**src/rtl/bullet_pool_if.sv**
```systemverilog
// rtl/bullet_pool_if.sv - player/keyboard/pixel inputs and bullet render outputs of bullet_pool
// master drives player and pixel inputs; slave is the bullet pool itself.
interface bullet_pool_if #(
  parameter int NUM_BULLETS = 4,
  parameter int ADDR_W      = 8
);
  logic [7:0]             keycode;
  logic [9:0]             Player_X;
  logic [9:0]             Player_Y;
  logic [1:0]             Player_Direction;
  logic [9:0]             PixelX;
  logic [9:0]             PixelY;
  logic                   is_obj;
  logic [ADDR_W-1:0]      Obj_address;
  logic [NUM_BULLETS-1:0] active_mask;
  logic                   fire_pulse;

  modport master (
    output keycode, Player_X, Player_Y, Player_Direction, PixelX, PixelY,
    input  is_obj, Obj_address, active_mask, fire_pulse
  );

  modport slave (
    input  keycode, Player_X, Player_Y, Player_Direction, PixelX, PixelY,
    output is_obj, Obj_address, active_mask, fire_pulse
  );
endinterface

```
**src/rtl/bullet_pool.sv**
```systemverilog
// rtl/bullet_pool.sv - multi-slot projectile manager: spawn, move, retire and render bullets
// State advances only on the divided frame tick; rendering is combinational from slot state.
module bullet_pool #(
  parameter int         NUM_BULLETS = 4,
  parameter int         SIZE        = 16,
  parameter int         SPEED       = 4,
  parameter int         FRAME_DIV   = 1,
  parameter int         COOLDOWN    = 8,
  parameter logic [7:0] FIRE_KEY    = 8'd44,
  parameter int         OFFSET_X    = 5,
  parameter int         OFFSET_Y    = 40,
  parameter int         SCREEN_W    = 640,
  parameter int         SCREEN_H    = 480
) (
  input  logic         Clk,
  input  logic         Reset_n,
  input  logic         frame_clk,
  bullet_pool_if.slave bus
);
  localparam int LOG_SIZE = $clog2(SIZE);
  localparam int ADDR_W   = 2 * LOG_SIZE;
  localparam int CD_W     = (COOLDOWN > 0) ? $clog2(COOLDOWN + 1) : 1;

  localparam logic [10:0] SIZE11   = 11'(SIZE);
  localparam logic [10:0] SPEED11  = 11'(SPEED);
  localparam logic [9:0]  SPEED10  = 10'(SPEED);
  localparam logic [10:0] SCR_W11  = 11'(SCREEN_W);
  localparam logic [10:0] SCR_H11  = 11'(SCREEN_H);
  localparam logic [10:0] OFF_X11  = 11'(OFFSET_X);
  localparam logic [10:0] OFF_Y11  = 11'(OFFSET_Y);
  localparam logic [3:0]  DIV_LAST = 4'(FRAME_DIV - 1);

  logic                   frame_q, frame_prev_q, tick_q;
  logic [3:0]             div_q;
  logic [NUM_BULLETS-1:0] valid_q, valid_d;
  logic [9:0]             x_q [NUM_BULLETS];
  logic [9:0]             x_d [NUM_BULLETS];
  logic [9:0]             y_q [NUM_BULLETS];
  logic [9:0]             y_d [NUM_BULLETS];
  logic [1:0]             dir_q [NUM_BULLETS];
  logic [1:0]             dir_d [NUM_BULLETS];
  logic [CD_W-1:0]        cd_q, cd_d;
  logic                   fire_pulse_q, fire_pulse_d;

  logic [10:0]            spawn_x, spawn_y;
  logic                   spawn_ok, fire_req, taken;
  logic                   hit;
  logic [ADDR_W-1:0]      addr;
  logic [LOG_SIZE-1:0]    dx, dy;

  always_ff @(posedge Clk or negedge Reset_n) begin
    if (!Reset_n) begin
      frame_q      <= 1'b0;
      frame_prev_q <= 1'b0;
      tick_q       <= 1'b0;
      div_q        <= '0;
      valid_q      <= '0;
      cd_q         <= '0;
      fire_pulse_q <= 1'b0;
      for (int i = 0; i < NUM_BULLETS; i++) begin
        x_q[i]   <= '0;
        y_q[i]   <= '0;
        dir_q[i] <= '0;
      end
    end else begin
      frame_q      <= frame_clk;
      frame_prev_q <= frame_q;
      tick_q       <= 1'b0;
      if (frame_q && !frame_prev_q) begin
        if (div_q == DIV_LAST) begin
          div_q  <= '0;
          tick_q <= 1'b1;
        end else begin
          div_q <= div_q + 4'd1;
        end
      end
      valid_q      <= valid_d;
      x_q          <= x_d;
      y_q          <= y_d;
      dir_q        <= dir_d;
      cd_q         <= cd_d;
      fire_pulse_q <= fire_pulse_d;
    end
  end

  always_comb begin
    valid_d      = valid_q;
    x_d          = x_q;
    y_d          = y_q;
    dir_d        = dir_q;
    cd_d         = cd_q;
    fire_pulse_d = 1'b0;
    taken        = 1'b0;
    fire_req     = (bus.keycode == FIRE_KEY);
    spawn_x      = {1'b0, bus.Player_X} + OFF_X11;
    spawn_y      = {1'b0, bus.Player_Y} + OFF_Y11;
    spawn_ok     = (spawn_x + SIZE11 <= SCR_W11) && (spawn_y + SIZE11 <= SCR_H11);
    if (tick_q) begin
      for (int i = 0; i < NUM_BULLETS; i++) begin
        if (valid_q[i]) begin
          unique case (dir_q[i])
            2'd0: if ({1'b0, y_q[i]} < SPEED11) valid_d[i] = 1'b0;
                  else y_d[i] = y_q[i] - SPEED10;
            2'd1: if ({1'b0, x_q[i]} + SPEED11 + SIZE11 > SCR_W11) valid_d[i] = 1'b0;
                  else x_d[i] = x_q[i] + SPEED10;
            2'd2: if ({1'b0, y_q[i]} + SPEED11 + SIZE11 > SCR_H11) valid_d[i] = 1'b0;
                  else y_d[i] = y_q[i] + SPEED10;
            default: if ({1'b0, x_q[i]} < SPEED11) valid_d[i] = 1'b0;
                     else x_d[i] = x_q[i] - SPEED10;
          endcase
        end
      end
      // Allocation sees post-move validity so a slot retired this tick is reusable.
      if (fire_req && cd_q == '0 && spawn_ok) begin
        for (int i = 0; i < NUM_BULLETS; i++) begin
          if (!valid_d[i] && !taken) begin
            taken      = 1'b1;
            valid_d[i] = 1'b1;
            x_d[i]     = spawn_x[9:0];
            y_d[i]     = spawn_y[9:0];
            dir_d[i]   = bus.Player_Direction;
          end
        end
      end
      if (taken) begin
        cd_d         = CD_W'(COOLDOWN);
        fire_pulse_d = 1'b1;
      end else if (cd_q != '0) begin
        cd_d = cd_q - 1'b1;
      end
    end
  end

  always_comb begin
    hit  = 1'b0;
    addr = '0;
    dx   = '0;
    dy   = '0;
    // Walk from the top index down so the lowest hitting slot overrides.
    for (int i = NUM_BULLETS - 1; i >= 0; i--) begin
      if (valid_q[i] &&
          bus.PixelX >= x_q[i] && {1'b0, bus.PixelX} < {1'b0, x_q[i]} + SIZE11 &&
          bus.PixelY >= y_q[i] && {1'b0, bus.PixelY} < {1'b0, y_q[i]} + SIZE11) begin
        hit  = 1'b1;
        dx   = bus.PixelX[LOG_SIZE-1:0] - x_q[i][LOG_SIZE-1:0];
        dy   = bus.PixelY[LOG_SIZE-1:0] - y_q[i][LOG_SIZE-1:0];
        addr = {dy, dx};
      end
    end
  end

  assign bus.is_obj      = hit;
  assign bus.Obj_address = addr;
  assign bus.active_mask = valid_q;
  assign bus.fire_pulse  = fire_pulse_q;

endmodule

```
**src/flat_wrapper.sv**
```systemverilog
// flat-port wrapper written by rule: the top's interface ports become plain ports
module bullet_pool_flat 
#(
  parameter int         NUM_BULLETS = 4,
  parameter int         SIZE        = 16,
  parameter int         SPEED       = 4,
  parameter int         FRAME_DIV   = 1,
  parameter int         COOLDOWN    = 8,
  parameter logic [7:0] FIRE_KEY    = 8'd44,
  parameter int         OFFSET_X    = 5,
  parameter int         OFFSET_Y    = 40,
  parameter int         SCREEN_W    = 640,
  parameter int         SCREEN_H    = 480
)
  (Clk, Reset_n, frame_clk, bus_keycode, bus_Player_X, bus_Player_Y, bus_Player_Direction, bus_PixelX, bus_PixelY, bus_is_obj, bus_Obj_address, bus_active_mask, bus_fire_pulse);
  bullet_pool_if #(.NUM_BULLETS(NUM_BULLETS), .ADDR_W(8)) bus_i ();
  input  logic Clk;
  input  logic Reset_n;
  input  logic frame_clk;
  input wire logic [$bits(bus_i.keycode)-1:0] bus_keycode;
  input wire logic [$bits(bus_i.Player_X)-1:0] bus_Player_X;
  input wire logic [$bits(bus_i.Player_Y)-1:0] bus_Player_Y;
  input wire logic [$bits(bus_i.Player_Direction)-1:0] bus_Player_Direction;
  input wire logic [$bits(bus_i.PixelX)-1:0] bus_PixelX;
  input wire logic [$bits(bus_i.PixelY)-1:0] bus_PixelY;
  output wire logic [$bits(bus_i.is_obj)-1:0] bus_is_obj;
  output wire logic [$bits(bus_i.Obj_address)-1:0] bus_Obj_address;
  output wire logic [$bits(bus_i.active_mask)-1:0] bus_active_mask;
  output wire logic [$bits(bus_i.fire_pulse)-1:0] bus_fire_pulse;
  assign bus_i.keycode = bus_keycode;
  assign bus_i.Player_X = bus_Player_X;
  assign bus_i.Player_Y = bus_Player_Y;
  assign bus_i.Player_Direction = bus_Player_Direction;
  assign bus_i.PixelX = bus_PixelX;
  assign bus_i.PixelY = bus_PixelY;
  assign bus_is_obj = bus_i.is_obj;
  assign bus_Obj_address = bus_i.Obj_address;
  assign bus_active_mask = bus_i.active_mask;
  assign bus_fire_pulse = bus_i.fire_pulse;
  bullet_pool #(.NUM_BULLETS(NUM_BULLETS), .SIZE(SIZE), .SPEED(SPEED), .FRAME_DIV(FRAME_DIV), .COOLDOWN(COOLDOWN), .FIRE_KEY(FIRE_KEY), .OFFSET_X(OFFSET_X), .OFFSET_Y(OFFSET_Y), .SCREEN_W(SCREEN_W), .SCREEN_H(SCREEN_H)) u_core (.Clk(Clk), .Reset_n(Reset_n), .frame_clk(frame_clk), .bus(bus_i));
endmodule
```
**config.mk**
```make
export PLATFORM = sky130hd
export DESIGN_NAME = bullet_pool_flat
export DESIGN_NICKNAME = d
export VERILOG_FILES = /design/src/rtl/bullet_pool_if.sv /design/src/rtl/bullet_pool.sv /design/src/flat_wrapper.sv
export SDC_FILE = /design/constraint.sdc
export NUM_CORES = 1
export LEC_CHECK = 0
export BUFFER_PORTS_ARGS = -buffer_cell sky130_fd_sc_hd__buf_2
export CORE_MARGIN = 2
export CORE_UTILIZATION = 30
export CTS_BUF_LIST = sky130_fd_sc_hd__clkbuf_8
export CTS_CLUSTER_SIZE = 8
export DETAILED_ROUTE_END_ITERATION = 16
export PLACE_DENSITY_LB_ADDON = 0.05
export SLEW_MARGIN = 10
export SYNTH_ARGS = -nofsm -noshare
export SYNTH_HDL_FRONTEND = slang
export SYNTH_SLANG_ARGS = --single-unit
```
**constraint.sdc**
```tcl
create_clock -name Clk -period 5.1 [get_ports Clk]
set_clock_uncertainty 0.2 [all_clocks]
set_input_delay 0.51 -clock Clk [delete_from_list [all_inputs] [get_ports Clk]]
set_output_delay 0.51 -clock Clk [all_outputs]
set_load 0.05 [all_outputs]
```
==> impl_metrics.yaml, run 1 <==
die:
  fp-row-count: 78
  die-area_sq_um: 47800
  io_pins: 67
  die_x_microns: 219
  core-area_sq_um: 45400
  start_util_pct: 30.5
  die_h_microns: 219
synth:
  ys_ff_latch: 104
  yosys.area.top_type: "dfrtp_1"
  synth_ff_type: "dfrtp_1"
  synthDistinctLibCells: 94
  synth_nets: 2014
  ys_seq_area_share_pct: 18.8
  synth_edf_count: 0
  syn_inst: 1768
  yosys.area.top_type_share_pct: 18.8
  syn_avg_cell_area_sq_um: 7.82
  syn_area_sq_um: 13800
  synth_area_leaders: "dfrtp_1 19%, ha_1 17%, xnor2_1 4.3%, o21ai_0 4.3%, a21oi_1 4.2%"
  async_reset_ff_share_pct: 100
  yosys_warnings: 0
setup_path:
  path_cells: "ha_1, and3_1, xnor2_1, ha_1, a21oi_1, nor2b_1, o31ai_2, nand4_1, or3b_2, o21ai_0, a221o_1, buf_2"
  crit_type: "reg2out"
  critPathMaxStageDelay_ps: 590
  crit_top_cell: "ha_1"
  slowest_stage: "dfrtp_1"
  crit_family: "simple AND/OR/NAND/NOR gates"
  cp_data_required_time_ps: 4390
  crit_arrival_ps: 4110
  endpoint_kind: "output pin"
  start_kind: "register"
  crit_buf_inv: 1
  crit_fanout: 11
pwr:
  p_leak_nw: 6.43
  vdd_ir_drop_max_mv: 0.156
  power_density_nw_per_um2: 333
global_routing:
  grt_pass1_wl_microns: 86300
  grtUsageTotal_pct: 23.9
  grt_overflow: 0
  grt_pass1_vias: 13771
  antenna_found_initial: 2
  grt_max_degree: 60
place:
  dp_hpwl_microns: 44300
  routabilityCongestion: 0.879
  place.detailed.instances: 2393
  io_buffers: 66
detailed_routing:
  route.vias.total: 14144
  drtIter0Drc: 1254
  vias_per_cell: 5.86
  wl_per_cell_microns: 23.6
  routed_wl_microns: 56900
  first_pass_iters: 6
  drcViolationCount: 0
  ant_nets: 0
worst_hold_path:
  worstHoldPathType: "reg2reg"
sta:
  worst_pin_slew_ps: 1220
  hold_viol_final: 0
  maxSlewViolCount: 0
  rsz0062_at_grt: "false"
  fin_setup_tns_ps: 0
  timing.fmax_mhz: 207
  relSlewSlack_pct: 18.5
  period_share_pct: 94.6
  period_minus_slack_ps: 4820
  setup-violations-final: 0
clock_network:
  cts_buffers: 9
  cts_tree: "done"
  cts_buffer_depth: 2
  htree_levels: 3
  clkTransAtPathRegs_ps: 140
  cts.sinks: 104
  clock_latency_ps: 470
  cts-root-buf: "clkbuf_8"
finish:
  fillers: 4906
  antenna_cells: 0
  drive_gt1_share_pct: 10.5
  stdcell_count: 2412
  area_delta_synth_final_pct: 10.1
  fin_nets: 2053
run:
  maxCapViolations: 0
run_status:
  run_status: "finished, final reports clean"
stage by stage:
| stage | util [%] | worst slack (ps) | total power, W | area (sq um) | hold slack, ps |
|---|---|---|---|---|---|
| floorplan | - | 326 | 0.00329 | 13800 | 14.4 |
| global placement | 32.8 | 410 | 0.00427 | 14900 | 179 |
| detailed placement | 32.8 | 399 | 0.00426 | 14900 | 182 |
| CTS | 33.5 | 5.98 | 0.00507 | 15200 | 198 |
| global route | 33.5 | 26.5 | 0.00547 | 15200 | 206 |
| finish | 33.5 | 276 | 0.00506 | 15200 | 218 |
cell type report:
cell class / count / area (sq um) / share of cell area (%)
clock buffers: 9 / 124 / 0.814
clock inverters: 7 / 141 / 0.929
inverters: 122 / 458 / 3.01
multi-input cells: 1451 / 10400 / 68.3
flip-flops and latches: 104 / 2610 / 17.2
well taps: 600 / 751 / 4.93
repair buffers: 119 / 736 / 4.84
layer usage:
layer | track usage [%] | part of all wire [%] | vias to the layer above
met5 | 0 | 0 | -
met2 | 39.2 | 46 | 460
met4 | 5.02 | 1.6 | 0
li1 | - | - | 6664
met3 | 3.38 | 5.2 | 48
met1 | 33.2 | 47 | 6972
final timing paths:
path                       slack (ps)  cells after the start                             to                  startpoint
min in group asynchronous         380                      2     u_core.y_q[38]$_DFFE_PN0P_                     Reset_n
max in group asynchronous        3260                      3     u_core.x_q[18]$_DFFE_PN0P_                     Reset_n
min reg2reg                       220                      0  u_core.frame_prev_q$_DFF_PN0_    u_core.frame_q$_DFF_PN0_
max reg2reg                       670                     10     u_core.y_q[21]$_DFFE_PN0P_  u_core.y_q[32]$_DFFE_PN0P_
min                               220                      0  u_core.frame_prev_q$_DFF_PN0_    u_core.frame_q$_DFF_PN0_
max                               280                     12             bus_Obj_address[3]   u_core.y_q[5]$_DFFE_PN0P_
Yosys cell counts, drive strengths merged (9+ instances only):
library cell	count
a211oi	21
clkbuf	69
inv	122
and3	15
a21boi	12
and2	20
o211ai	19
o21a	16
o21ai	119
a2111oi	11
xnor2	69
mux2i	9
xor2	16
nor3	45
o31ai	13
o221ai	15
nand3	72
nand2b	29
o22ai	24
a21o	29
o2111ai	14
dfrtp	104
or3	13
a21oi	118
nand4	32
a22oi	19
nand3b	10
nor2b	24
buf	22
ha	185
nor3b	9
a31oi	29
nor2	114
mux2	24
nand2	153
registers in the layout (all words and copies together), names as in the netlist:
register,count
u_core.x_q,40
u_core.y_q,40
u_core.dir_q,8
u_core.bus.active_mask,4
u_core.cd_q,4
u_core.div_q,4
u_core.bus.fire_pulse,1
u_core.frame_prev_q,1
u_core.frame_q,1
u_core.tick_q,1
cells by family (layout without fill, tap and decap cells):
family                     count (synthesis)  count (layout)  synth area share, %
AOI/OAI and AO/OA                        561             561                 27.6
DFF                                      104             104                 18.8
and+or+nand+nor                          579             579                 21.4
buffers and inverters                    213             257                 6.10
adders and majority gates                193             193                 17.9
muxes                                     33              33                 2.74
xor gates and xnor gates                  85              85                 5.44
repair_timing:
action                                 4_1_cts  5_1_grt
endpoints found under the hold margin       39        0
hold buffers                                 2        0
gates resized for setup                      3        5
pin swaps                                    0        1
setup endpoints to repair                    3        8
setup buffers                                0        1
power by group:
part / switching, W / total [W] / internal [W]
clock: 0.000390 / 0.000767 / 0.000377
combinational: 0.00181 / 0.00297 / 0.00116
sequential: 0.000356 / 0.00132 / 0.000965
cell usage in the layout, fill, tap and decap left out, types with 65 or more instances in the layout:
cell / count
ha_1: 185
xnor2_1: 68
o21ai_0: 118
nand2_1: 151
dfrtp_1: 100
a21oi_1: 116
nand3_1: 71
buf_2: 65
nor2_1: 114
inv_1: 123
Power figures use the tool's default switching activity.
==> run 2, diff against run 1 <==
--- a/config.mk
+++ b/config.mk
@@ -5,6 +5,7 @@
 export SDC_FILE = /design/constraint.sdc
 export NUM_CORES = 1
 export LEC_CHECK = 0
+export ABC_AREA = 1
 export BUFFER_PORTS_ARGS = -buffer_cell sky130_fd_sc_hd__buf_2
 export CORE_MARGIN = 2
 export CORE_UTILIZATION = 30
==> impl_metrics.yaml, run 2 <==
place:
  dp_hpwl_microns: 47500
  routabilityCongestion: 0.911
  io_buffers: 66
detailed_routing:
  route.vias.total: 15979
  vias_per_cell: 5.12
  drcViolationCount: 0
  drtIter0Drc: 1032
  first_pass_iters: 7
  routed_wl_microns: 60800
  wl_per_cell_microns: 19.5
  ant_nets: 0
sta:
  worst_pin_slew_ps: 888
  period_minus_slack_ps: 4770
  timing.fmax_mhz: 210
  relSlewSlack_pct: 40.6
  maxSlewViolCount: 0
  rsz0062_at_grt: "false"
  setup-violations-final: 0
  period_share_pct: 93.5
  fin_setup_tns_ps: 0
  hold_viol_final: 0
finish:
  layout_commonest_cell: "nand2_1"
  most-common-layout-cells: "771 x nand2_1, 208 x nand3_1, 207 x inv_1"
  fillers: 5696
  fin_nets: 2691
  multi_input_area_sq_um: 11300
  layout.area.seq_sq_um: 2600
  reg_top3: "u_core.x_q x40, u_core.y_q x40, u_core.dir_q x8"
  post-route-util_pct: 32.7
  area_delta_synth_final_pct: 7.71
  drive_gt1_share_pct: 8.01
synth:
  yosys-top-cells-count: "771 x nand2_1, 209 x nand3_1, 206 x inv_1"
  yosys_warnings: 0
  synth_edf_count: 0
  ys_seq_area_share_pct: 17.1
  synth_nets: 2660
  yosysMostFrequentCell: "nand2_1"
  synth_ff_type: "dfrtp_1"
  syn_avg_cell_area_sq_um: 6.30
  async_reset_ff_share_pct: 100
  yosys.area.top_type: "nand2_1"
  yosys.area.top_type_share_pct: 19.0
  synth_area_leaders: "nand2_1 19%, dfrtp_1 17%, ha_1 15%, nand3_1 6.9%, xor2_1 5.6%"
  syn_inst: 2414
  synthDistinctLibCells: 57
  syn_area_sq_um: 15200
  ys_ff_latch: 104
worst_hold_path:
  worstHoldPathCells: 3
  worstHoldPathType: "in2reg"
die:
  core-area_sq_um: 50100
  fp-row-count: 82
  die_x_microns: 229
  die_h_microns: 229
  start_util_pct: 30.4
  die-area_sq_um: 52500
  io_pins: 67
clock_network:
  cts-root-buf: "clkbuf_8"
  cts_tree: "done"
  cts_buffer_depth: 2
  cts.sinks: 104
  htree_levels: 3
  cts_buffers: 9
  clock_latency_ps: 460
  clkTransAtPathRegs_ps: 110
  cts_setup_buffers: 0
global_routing:
  top_usage_layer: "met2"
  met3_usage_pct: 3.26
  grt_pass1_vias: 15346
  antenna_found_initial: 1
  grt_use_met2_pct: 38.2
  grt_overflow: 0
  grt_max_degree: 38
  met1_usage_pct: 32.1
  grtUsageTotal_pct: 23.3
  grt_pass1_wl_microns: 93700
pwr:
  p_leak_nw: 8.05
  vdd_ir_drop_max_mv: 0.167
  power_density_nw_per_um2: 436
setup_path:
  cp_data_required_time_ps: 4390
  start_kind: "register"
  crit_fanout: 13
  ff2ff_path_depth: 19
  crit_type: "reg2out"
  crit_arrival_ps: 4060
  endpoint_kind: "output pin"
run_status:
  run_status: "finished, final reports clean"
run:
  maxCapViolations: 0
-- run 2: logic make-up after synthesis --
group,count (synthesis),synth area share [%]
compound gates,337,12.7
xor+xnor,116,6.73
simple gates,1342,38.4
flops,104,17.1
fa+ha+maj,193,16.3
buf+inv,322,8.73
-- run 2: per-layer routing --
metal	routed length, microns	part of all wire (%)	vias up
met1	29200	48	7516
met4	1250	2.1	0
met3	2470	4.1	61
met5	0	0	-
met2	28000	46	359
li1	-	-	8043
-- run 2: critical path, stage by stage, from the launching register on --
cell	delay [ps]
dfrtp_1	530
ha_1	300
inv_1	90
nor3_2	280
xor2_1	180
ha_1	260
a21oi_1	130
o21ai_1	80
nor3_1	410
nand3_1	450
or2_1	340
nand2_1	60
nand2_1	50
nand2_1	160
buf_2	300
-- run 2: area by class of cell --
type | count | share of cell area [%]
multi-input cells | 1988 | 68.9
repair buffers | 92 | 3.26
flip-flops and latches | 104 | 15.9
inverters | 250 | 5.75
well taps | 672 | 5.14
clock inverters | 5 | 0.313
clock buffers | 9 | 0.757
diodes | 1 | 0.0153
-- run 2: where the power goes --
group / switching, W / internal [W]
Clock: 0.000361 / 0.000218
Sequential: 0.000533 / 0.00104
Combinational: 0.00330 / 0.00168
Total: 0.00420 / 0.00293
-- run 2: final timing paths --
check | from | endpoint | slack (ps)
worst min register to register | u_core.frame_q$_DFF_PN0_ | u_core.frame_prev_q$_DFF_PN0_ | 180
worst max register to register | u_core.y_q[34]$_DFFE_PN0P_ | u_core.x_q[17]$_DFFE_PN0P_ | 1550
worst max-delay path | u_core.y_q[25]$_DFFE_PN0P_ | bus_Obj_address[4] | 330
min in group asynchronous | Reset_n | u_core.x_q[15]$_DFFE_PN0P_ | 340
worst min-delay path | bus_Player_Y[1] | u_core.y_q[11]$_DFFE_PN0P_ | 150
max in group asynchronous | Reset_n | u_core.y_q[37]$_DFFE_PN0P_ | 3350
-- run 2: through the flow --
step	std cells	setup WS (ps)	hold WS (ps)	area (sq um)	total power [W]
6_report	3121	330	151	16400	0.00713
3_3_place_gp	3104	823	162	16200	0.00653
4_1_cts	3120	269	117	16400	0.00715
5_1_grt	3121	28.2	130	16400	0.00791
3_5_place_dp	3104	801	161	16200	0.00653
2_1_floorplan	2414	1750	14.4	15200	0.00516
-- run 2: repair_timing --
action / in CTS / in global routing
hold buffers: 2 / 0
hold endpoints to repair: 32 / 0
setup endpoints to repair: 0 / 6
gates resized for setup: 0 / 1
==> run 3, diff against run 2 <==
--- a/config.mk
+++ b/config.mk
@@ -6,11 +6,11 @@
 export NUM_CORES = 1
 export LEC_CHECK = 0
 export ABC_AREA = 1
+export ABC_CLOCK_PERIOD_IN_PS = 5100
 export BUFFER_PORTS_ARGS = -buffer_cell sky130_fd_sc_hd__buf_2
 export CORE_MARGIN = 2
 export CORE_UTILIZATION = 30
 export CTS_BUF_LIST = sky130_fd_sc_hd__clkbuf_8
-export CTS_CLUSTER_SIZE = 8
 export DETAILED_ROUTE_END_ITERATION = 16
 export PLACE_DENSITY_LB_ADDON = 0.05
 export SLEW_MARGIN = 10
==> constraint.sdc (replaced) <==
create_clock -name Clk -period 5.1 [get_ports Clk]
set_clock_uncertainty 0.2 [all_clocks]
set_input_delay 0.51 -clock Clk [delete_from_list [all_inputs] [get_ports Clk]]
set_output_delay 0.51 -clock Clk [all_outputs]
set_load 0.1 [all_outputs]
==> impl_metrics.yaml, run 3 (synthesis gave the netlist of run 2 again) <==
setup_path:
  reg2reg_to: "u_core.x_q[19]$_DFFE_PN0P_"
  r2r-start: "u_core.y_q[34]$_DFFE_PN0P_"
  crit_type: "reg2out"
  crit_arrival_ps: 4050
  ff2ff_path_depth: 19
  cp_data_required_time_ps: 4390
  crit_fanout: 15
  endpoint_kind: "output pin"
  start_kind: "register"
  r2r_slack_ps: 1530
die:
  io_pins: 67
  die-area_sq_um: 52500
  die_x_microns: 229
  core-area_sq_um: 50100
  die_h_microns: 229
  fp-row-count: 82
  start_util_pct: 30.4
pwr:
  pwr-share-clk_pct: 9.3
  p_seq_share_pct: 20.5
  swShare_pct: 59.3
  switching_power_w: 0.00444
  power_frac_comb_pct: 70.2
  vdd_ir_drop_max_mv: 0.211
  intPower_w: 0.00304
  p_leak_nw: 8.11
  power_density_nw_per_um2: 454
global_routing:
  grt_max_degree: 38
  grt_pass1_vias: 15382
  grtUsageTotal_pct: 23.2
  antenna_found_initial: 2
  grt_pass1_wl_microns: 93700
  grt_overflow: 0
clock_network:
  cts-root-buf: "clkbuf_8"
  htree_levels: 3
  cts.sinks: 104
  cts_buffer_depth: 2
  cts_tree: "done"
  cts_setup_buffers: 0
  clock_latency_ps: 470
  cts_buffers: 9
  clkTransAtPathRegs_ps: 130
detailed_routing:
  first_pass_iters: 6
  wl_per_cell_microns: 19.5
  vias_per_cell: 5.09
  ant_nets: 0
  drtIter0Drc: 1050
  drcViolationCount: 0
  routed_wl_microns: 61000
  route.vias.total: 15933
sta:
  maxSlewViolCount: 0
  period_share_pct: 93.3
  setup-violations-final: 0
  fin_setup_tns_ps: 0
  timing.fmax_mhz: 210
  hold_viol_final: 0
  period_minus_slack_ps: 4760
  relSlewSlack_pct: 38.1
  rsz0062_at_grt: "false"
  holdWs_ps: 120
  worst_pin_slew_ps: 926
place:
  io_buffers: 66
  dp_hpwl_microns: 47600
  routabilityCongestion: 0.917
  placed_cell_area_sq_um: 16200
finish:
  post-route-util_pct: 32.9
  postLayoutCellArea_sq_um: 16500
  layout_commonest_cell: "nand2_1"
  most-common-layout-cells: "771 x nand2_1, 207 x nand3_1, 206 x inv_1"
  area_delta_synth_final_pct: 8.47
  drive_gt1_share_pct: 8.39
  reg_top3: "u_core.x_q x40, u_core.y_q x40, u_core.dir_q x8"
  fin_nets: 2696
worst_hold_path:
  min_from: "bus_Player_Y[1]"
  worstHoldPathType: "in2reg"
  whs_endpoint: "u_core.y_q[11]$_DFFE_PN0P_"
  worstHoldPathCells: 3
run_status:
  run_status: "finished, final reports clean"
run:
  maxCapViolations: 0
==> run 3: cell count changes in the layout (fill, tap and decap cells not counted), moves of 2 or more <==
cell and change:
buf_4 +5, clkbuf_8 +2, clkinv_2 -2, diode_2 +2, inv_6 +2
==> run 3: worst max path at each step <==
stage                                    start                  to  slack [ps]  cells after the start
floorplan           u_core.x_q[35]$_DFFE_PN0P_          bus_is_obj        1430                     13
global placement    u_core.y_q[25]$_DFFE_PN0P_  bus_Obj_address[5]         630                     14
detailed placement  u_core.y_q[25]$_DFFE_PN0P_  bus_Obj_address[4]         590                     14
CTS                 u_core.y_q[25]$_DFFE_PN0P_  bus_Obj_address[4]          50                     14
global route         u_core.y_q[4]$_DFFE_PN0P_  bus_Obj_address[6]          20                     16
finish              u_core.y_q[14]$_DFFE_PN0P_  bus_Obj_address[4]         340                     17
==> run 3: layout make-up <==
| class | instances | area (sq um) |
|---|---|---|
| fillers | 5687 | 33600 |
| multi-input cells | 1988 | 11300 |
| flip-flops and latches | 104 | 2600 |
| inverters | 250 | 941 |
| well taps | 672 | 841 |
| repair buffers | 97 | 571 |
| clock buffers | 11 | 151 |
| clock inverters | 5 | 86.3 |
| diodes | 3 | 7.51 |
==> run 3: power by group through the flow <==
stage / registers [W] / logic [W] / clock network (W)
CTS: 0.00153 / 0.00525 / 0.000726
finish: 0.00154 / 0.00525 / 0.000697
detailed placement: 0.00154 / 0.00522 / 0
global route: 0.00159 / 0.00594 / 0.000752
global placement: 0.00155 / 0.00521 / 0
floorplan: 0.00134 / 0.00403 / 0
==> run 3: metal layers <==
metal | vias up | routed length [microns] | track usage (%) | share of wire (%)
met5 | - | 0 | 0 | 0
met4 | 0 | 1100 | 5.17 | 1.8
met3 | 57 | 2870 | 3.26 | 4.7
met2 | 372 | 27900 | 38.1 | 46
met1 | 7448 | 29100 | 32.2 | 48
li1 | 8056 | - | - | -
==> run 3: critical path: stages (launching register included) <==
cell      delay, ps
dfrtp_1         600
ha_1            340
inv_1            60
nor2_1          190
xor2_1          180
ha_1            270
nand2_1         100
nor2_1           50
nand2_1          50
o211ai_1         80
nor2_1          260
nand3_2         310
nand2_1         260
nand3_1         100
nand2_1          80
nand2_1          50
nand2_1         130
buf_2           450
==> run 3: per-stage QoR <==
stage	std cells	setup slack [ps]	power (W)
2_1_floorplan	2414	1430	0.00537
3_3_place_gp	3109	625	0.00676
3_5_place_dp	3109	593	0.00676
4_1_cts	3127	46.7	0.00750
5_1_grt	3129	22.0	0.00828
6_report	3130	343	0.00748
==> run 3: what timing repair did <==
item,4_1_cts,5_1_grt
hold buffers,2,0
endpoints found under the hold margin,32,0
resized for setup,0,3
setup endpoints to repair,0,8
